===== src/rtl/sub_32_bit_bla_pipe.sv =====
// Two-stage 32-bit subtractor (D = A - B - BIN) using borrow lookahead.
// The low half is computed in stage 1 and the high half in stage 2; both stages use valid/ready handshakes.
module sub_32_bit_bla_pipe (
  input  logic        clk,
  input  logic        rst,
  input  logic        in_valid,
  output logic        in_ready,
  input  logic [31:0] A,
  input  logic [31:0] B,
  input  logic        BIN,
  output logic        out_valid,
  input  logic        out_ready,
  output logic [31:0] D,
  output logic        BOUT,
  output logic        V
);

  typedef struct packed {
    logic [15:0] dlo;
    logic        bmid;
    logic [15:0] ahi;
    logic [15:0] bhi;
  } s1_t;

  // 16-bit borrow-lookahead slice. Returns {borrow_out, diff}.
  function automatic logic [16:0] bla16(input logic [15:0] a, input logic [15:0] b,
                                        input logic bin);
    logic [15:0] g, p, bi;
    logic [3:0]  gg, gp;
    logic [4:0]  gb;
    logic        g10, p10, g32, p32;
    g = ~a & b;
    p = ~(a ^ b);
    for (int k = 0; k < 4; k++) begin
      gg[k] = g[4*k+3] | (p[4*k+3] & (g[4*k+2] | (p[4*k+2] &
              (g[4*k+1] | (p[4*k+1] & g[4*k])))));
      gp[k] = &p[4*k +: 4];
    end
    g10 = gg[1] | (gp[1] & gg[0]);
    p10 = gp[1] & gp[0];
    g32 = gg[3] | (gp[3] & gg[2]);
    p32 = gp[3] & gp[2];
    gb[0] = bin;
    gb[1] = gg[0] | (gp[0] & bin);
    gb[2] = g10 | (p10 & bin);
    gb[3] = gg[2] | (gp[2] & gb[2]);
    gb[4] = (g32 | (p32 & g10)) | (p32 & p10 & bin);
    // Inside each group, the borrow ripples from the group borrow-in.
    for (int k = 0; k < 4; k++) begin
      bi[4*k] = gb[k];
      for (int j = 1; j < 4; j++)
        bi[4*k+j] = g[4*k+j-1] | (p[4*k+j-1] & bi[4*k+j-1]);
    end
    return {gb[4], a ^ b ^ bi};
  endfunction

  logic        s1_valid;
  s1_t         s1;
  logic        s1_en, s2_en;
  logic [16:0] lo_res, hi_res;

  assign s2_en    = ~out_valid | out_ready;
  assign s1_en    = ~s1_valid | s2_en;
  assign in_ready = s1_en;

  assign lo_res = bla16(A[15:0], B[15:0], BIN);
  assign hi_res = bla16(s1.ahi, s1.bhi, s1.bmid);

  always_ff @(posedge clk) begin
    if (rst) begin
      s1_valid  <= 1'b0;
      s1        <= '0;
      out_valid <= 1'b0;
      D         <= '0;
      BOUT      <= 1'b0;
      V         <= 1'b0;
    end else begin
      if (s1_en) begin
        s1_valid <= in_valid;
        if (in_valid) begin
          s1.dlo  <= lo_res[15:0];
          s1.bmid <= lo_res[16];
          s1.ahi  <= A[31:16];
          s1.bhi  <= B[31:16];
        end
      end
      // Bubbles advance the valid bit only; the held result stays put.
      if (s2_en) begin
        out_valid <= s1_valid;
        if (s1_valid) begin
          D    <= {hi_res[15:0], s1.dlo};
          BOUT <= hi_res[16];
          V    <= (s1.ahi[15] ^ s1.bhi[15]) & (hi_res[15] ^ s1.ahi[15]);
        end
      end
    end
  end

endmodule


===== config.mk =====
export PLATFORM = sky130hd
export DESIGN_NAME = sub_32_bit_bla_pipe
export DESIGN_NICKNAME = d
export VERILOG_FILES = /design/src/rtl/sub_32_bit_bla_pipe.sv
export SDC_FILE = /design/constraint.sdc
export NUM_CORES = 1
export LEC_CHECK = 0
export CORE_UTILIZATION = 53
export DETAILED_ROUTE_END_ITERATION = 7
export MAX_ROUTING_LAYER = met4
export PLACE_DENSITY = 0.93
export RECOVER_POWER = 25
export SKIP_CTS_REPAIR_TIMING = 1
export SYNTH_ARGS = -nofsm -noshare
export SYNTH_HDL_FRONTEND = slang
export SYNTH_SLANG_ARGS = --single-unit

===== constraint.sdc =====
create_clock -name clk -period 9.7 [get_ports clk]
set_input_delay 0.97 -clock clk [delete_from_list [all_inputs] [get_ports clk]]
set_output_delay 0.97 -clock clk [all_outputs]
set_load 0.05 [all_outputs]

==> flow_metrics.tcl, run 1 <==
set metrics [dict create \
    status "finished, violations left" \
    violations "max-capacitance violations, max-slew violations" \
    cap_viol_max_count 1 \
    grtUsageTotal_pct 25.24 \
    fin_skew_ps 13.50 \
    final_cell_mix "nand2_1, clkdlybuf4s50_1, dfxtp_1" \
    finalNetCount 710 \
    gr-total-overflow 0 \
    setup_tns_ps 0 \
    yosysSeqAreaShare_pct 40.15 \
    power_leakage_nw 2.209 \
    remaining_drc_errors 0 \
    final_cells 692 \
    rsz0062_at_grt "false" \
    cp-end-kind "flop" \
    setup_ws_ps 5386 \
    grt_max_degree 87 \
    clockRootBuffer "clkbuf_8" \
    drtAntennaViolNets 0 \
    yosys_register_bits 85 \
    clock-sinks 85 \
    period_needed_ps 4314 \
    drt-initial-drc-count 193 \
    die_width_um 91.42 \
    place_area_um2 5343 \
    fp.coreArea_um2 7727 \
    htree_num_levels 3 \
    portBuffers 104 \
    finalWirelength_mm 10.01 \
    num_rows 32 \
    synthCells 491 \
    synth_fp_nets 616 \
    slew_headroom_pct -145.5 \
    die_area_um2 8358 \
    gp_congestion 0.9453 \
    synth_top_area_share_pct 40.15 \
    syn_area_um2 4238 \
    fin_area_um2 5530 \
    total_power_mw 0.8497 \
    antenna_cells 0 \
    grt_pass1_vias 3571 \
    die_y_um 91.42 \
    worstMarginPinSlew_ps 3683 \
    synth_top_cell_by_area "dfxtp_1" \
    hold-worst-slack_ps 450.5 \
    hpwlAfterDp_mm 7.390 \
    io_pins 105 \
    crit_required_ps 9750 \
    hp-class "flop to flop" \
    avgViaCountPerCell 5.324 \
    insertion_delay_ps 350 \
    clockBufferDepth 2 \
    synth_warnings 0 \
    ys_types 33 \
    power_density_nw_per_um2 153.7 \
    finalSetupViolCount 0 \
    vdd_drop_max_uv 82.84 \
    routedWlPerCell_um 14.46 \
    path_clk_slew_ps 80 \
    crit_fanout 2 \
    synth_area_per_cell_um2 8.631 \
    hold_viol 0 \
    post-place-ws_ps 5135 \
    postLayoutCoreUtil_pct 71.57 \
    grt_pass1_wl_mm 16.15 \
    start_util_pct 54.84 \
    cts_tree "done" \
    vias 3684 \
    placedCellCount 676 \
    numCtsBuffers 9 \
    firstDrtPassIters 4 \
    criticalPathCategory "input pin to flop" \
    final_common_cell "nand2_1" \
    fmax_mhz 231.8 \
    startpoint_type "input pin" \
    timing.final.max_slew_violations 87 \
    syn_to_final_growth_pct 30.50 \
    synthTopCellsByArea "dfxtp_1, fa_1, nand2_1" \
    nFillCells 570 \
    post-route-period-util_pct 44.47 \
    layout-drive-gt1-share_pct 3.390 \
    arrival_ps 4370 \
    antenna_found_initial 0 \
]
==> registers in the layout, summed over array words and instances (netlist names) <==
name / cells
out_valid: 1
s1: 49
BOUT: 1
s1_valid: 1
D: 32
V: 1
==> per-layer routing <==
layer  global-route usage (%)  up-vias  part of all wire, %
met3                    4.271       31                  4.8
met1                    29.07     1715                   41
met5                        -        -                    0
li1                         -     1813                    -
met4                    11.64        0                  3.0
met2                    42.86      125                   51
==> cells in the mapped netlist (all sizes together) <==
cell / number
nand2: 119
dfxtp: 85
a21oi: 67
inv: 40
ha: 32
nor2: 28
a211oi: 27
clkbuf: 24
fa: 24
xnor2: 8
o21ai: 6
a21o: 3
and4: 3
a311o: 2
a31oi: 2
and2: 2
buf: 2
nand4: 2
a211o: 1
a221o: 1
a22o: 1
a41oi: 1
and3: 1
nand2b: 1
nand3: 1
nand3b: 1
nor3: 1
nor4: 1
o211ai: 1
o21a: 1
o221ai: 1
o22ai: 1
xor2: 1
==> worst paths after layout <==
kind / start / to / slack [ps] / depth (start not counted)
hold / removal: s1[38] / D[5] / 450 / 2
setup reg to reg: s1[16] / V / 6030 / 14
hold reg to reg: s1[38] / D[5] / 450 / 2
setup / recovery: A[1] / s1[48] / 5390 / 13
==> where the power goes <==
group	internal (mW)	switching, mW
clock	0.120	0.125
combinational	0.0960	0.120
sequential	0.373	0.0152
total	0.589	0.260
==> worst max-delay path: stages <==
cell and delay, ps:
clkdlybuf4s50_1 460, inv_1 70, ha_1 340, and3_1 180, a311o_1 350, o21a_1 200, a221o_1 350, fa_1 390
fa_1 390, fa_1 380, xnor2_1 130, nand2_1 70, a21oi_1 70
==> layout make-up <==
class	count	area (µm²)	share of cell area, %
Multi-Input combinational cell	340	2290	41.40
Sequential cell	85	1702	30.77
Timing Repair Buffer	109	1070	19.34
Inverter	40	150.1	2.715
Clock buffer	11	131.4	2.376
Tap cell	102	127.6	2.308
Clock inverter	5	60.06	1.086
==> logic make-up (layout without fill, tap and decap cells) <==
group | after synthesis | count (layout) | synth area share, %
xor+xnor | 9 | 9 | 1.860
simple gates | 160 | 160 | 15.09
compound gates | 115 | 115 | 16.27
flops | 85 | 85 | 40.15
fa+ha+maj | 56 | 56 | 20.79
buf+inv | 66 | 165 | 5.846
Power figures use the tool's default switching activity.
==> run 2, diff against run 1 <==
--- a/config.mk
+++ b/config.mk
@@ -5,10 +5,10 @@
 export SDC_FILE = /design/constraint.sdc
 export NUM_CORES = 1
 export LEC_CHECK = 0
-export CORE_UTILIZATION = 53
+export CORE_UTILIZATION = 50
 export DETAILED_ROUTE_END_ITERATION = 7
 export MAX_ROUTING_LAYER = met4
-export PLACE_DENSITY = 0.93
+export PLACE_DENSITY = 0.89
 export RECOVER_POWER = 25
 export SKIP_CTS_REPAIR_TIMING = 1
 export SYNTH_ARGS = -nofsm -noshare
==> constraint.sdc (replaced) <==
create_clock -name clk -period 4.19 [get_ports clk]
set_input_delay 0.419 -clock clk [delete_from_list [all_inputs] [get_ports clk]]
set_output_delay 0.419 -clock clk [all_outputs]
set_load 0.05 [all_outputs]
==> flow_metrics.tcl, run 2 (synthesis gave the netlist of run 1 again) <==
set metrics [dict create \
    status "finished, violations left" \
    violations "max-capacitance violations, max-slew violations" \
    rsz0062_at_grt "false" \
    die_width_um 94.07 \
    startpoint_type "input pin" \
    grtUsageTotal_pct 24.35 \
    post-route-period-util_pct 88.79 \
    crit_fanout 3 \
    cts_tree "done" \
    clockRootBuffer "clkbuf_8" \
    remaining_drc_errors 0 \
    vdd_drop_max_uv 194.6 \
    period_needed_ps 3720 \
    grt_pass1_wl_mm 16.31 \
    die_y_um 94.07 \
    arrival_ps 3980 \
    die_area_um2 8848 \
    antenna_found_initial 0 \
    routed-wl-met3_um 405 \
    num_rows 33 \
    r2r_slack_ps 610 \
    numCtsBuffers 9 \
    hold_depth 2 \
    portBuffers 104 \
    syn_to_final_growth_pct 30.47 \
    timing.final.max_slew_violations 94 \
    top_layer_used "met4" \
    antenna_cells 0 \
    slew_headroom_pct -44.91 \
    grt_pass1_vias 3633 \
    worstMarginPinSlew_ps 2174 \
    start_util_pct 51.58 \
    fmax_mhz 268.8 \
    cp-end-kind "flop" \
    clockBufferDepth 2 \
    final_cell_mix "nand2_1, dfxtp_1, clkdlybuf4s50_1" \
    hp-class "flop to flop" \
    hpwlAfterDp_mm 7.612 \
    firstDrtPassIters 4 \
    path_clk_slew_ps 90 \
    fp.coreArea_um2 8217 \
    clock-sinks 85 \
    vias 3683 \
    cap_viol_max_count 2 \
    finalSetupViolCount 0 \
    gp_congestion 0.8400 \
    grt_max_degree 53 \
    total_power_mw 1.980 \
    crit_required_ps 4450 \
    finalNetCount 708 \
    reg_top3 "s1: 49 flops, D: 32 flops" \
    hold_viol 0 \
    fin_skew_ps 19.42 \
    wl_met1_mm 4.278 \
    io_pins 105 \
    routedWlPerCell_um 14.10 \
    drtAntennaViolNets 0 \
    layout-drive-gt1-share_pct 3.061 \
    power_leakage_nw 2.285 \
    setup_tns_ps 0 \
    criticalPathCategory "input pin to flop" \
    finalWirelength_mm 9.773 \
    largest_register "s1" \
    gr-total-overflow 0 \
    htree_num_levels 3 \
    power_density_nw_per_um2 358.1 \
    insertion_delay_ps 350 \
    final_common_cell "nand2_1" \
    drt-initial-drc-count 144 \
    avgViaCountPerCell 5.315 \
    largest_reg_flops 49 \
    reg2reg_depth 14 \
    met2WireLength_mm 4.802 \
]
[run 2: power breakdown]
| group | internal, mW | switching (mW) | total, mW |
|---|---|---|---|
| combinational | 0.214 | 0.273 | 0.487 |
| sequential | 0.863 | 0.0365 | 0.900 |
| clock | 0.285 | 0.308 | 0.593 |
| total | 1.36 | 0.618 | 1.98 |
[run 2: cell type report]
cell class | instances | area, µm²
multi-input cells | 340 | 2288
repair buffers | 107 | 1054
clock buffers | 9 | 123.9
well taps | 105 | 131.4
fillers | 643 | 2688
flip-flops and latches | 85 | 1702
clock inverters | 7 | 80.08
inverters | 40 | 150.1
[run 2: routing by layer]
metal | vias up | global-route usage (%)
li1 | 1818 | -
met1 | 1733 | 29.61
met2 | 110 | 40.45
met3 | 22 | 3.155
met4 | 0 | 10.90
met5 | - | -
[run 2: worst paths after layout]
path,to,startpoint
max,s1[48],A[3]
min,D[12],D[12]
max reg2reg,V,s1[16]
min reg2reg,D[12],D[12]
[run 2: worst max-delay path: stages]
cell and delay [ps]:
clkdlybuf4s50_1 470, inv_1 40, ha_1 330, and3_1 220, a311o_1 350, o21a_1 200
a221o_1 350, fa_1 390, fa_1 400, fa_1 390, xnor2_1 160, nand2_1 70
a21oi_1 200
[run 2: metrics by stage]
step	cells	instance area, µm²	setup slack (ps)	util [%]	hold slack [ps]
after floorplan	491	4238	848.5	-	432.1
after global placement	677	5331	282.4	64.89	437.4
after detailed placement	677	5331	166.1	64.89	448.9
after CTS	693	5535	528.8	67.37	461.6
after global routing	693	5529	350.6	67.29	475.5
final	693	5529	469.8	67.29	457.8
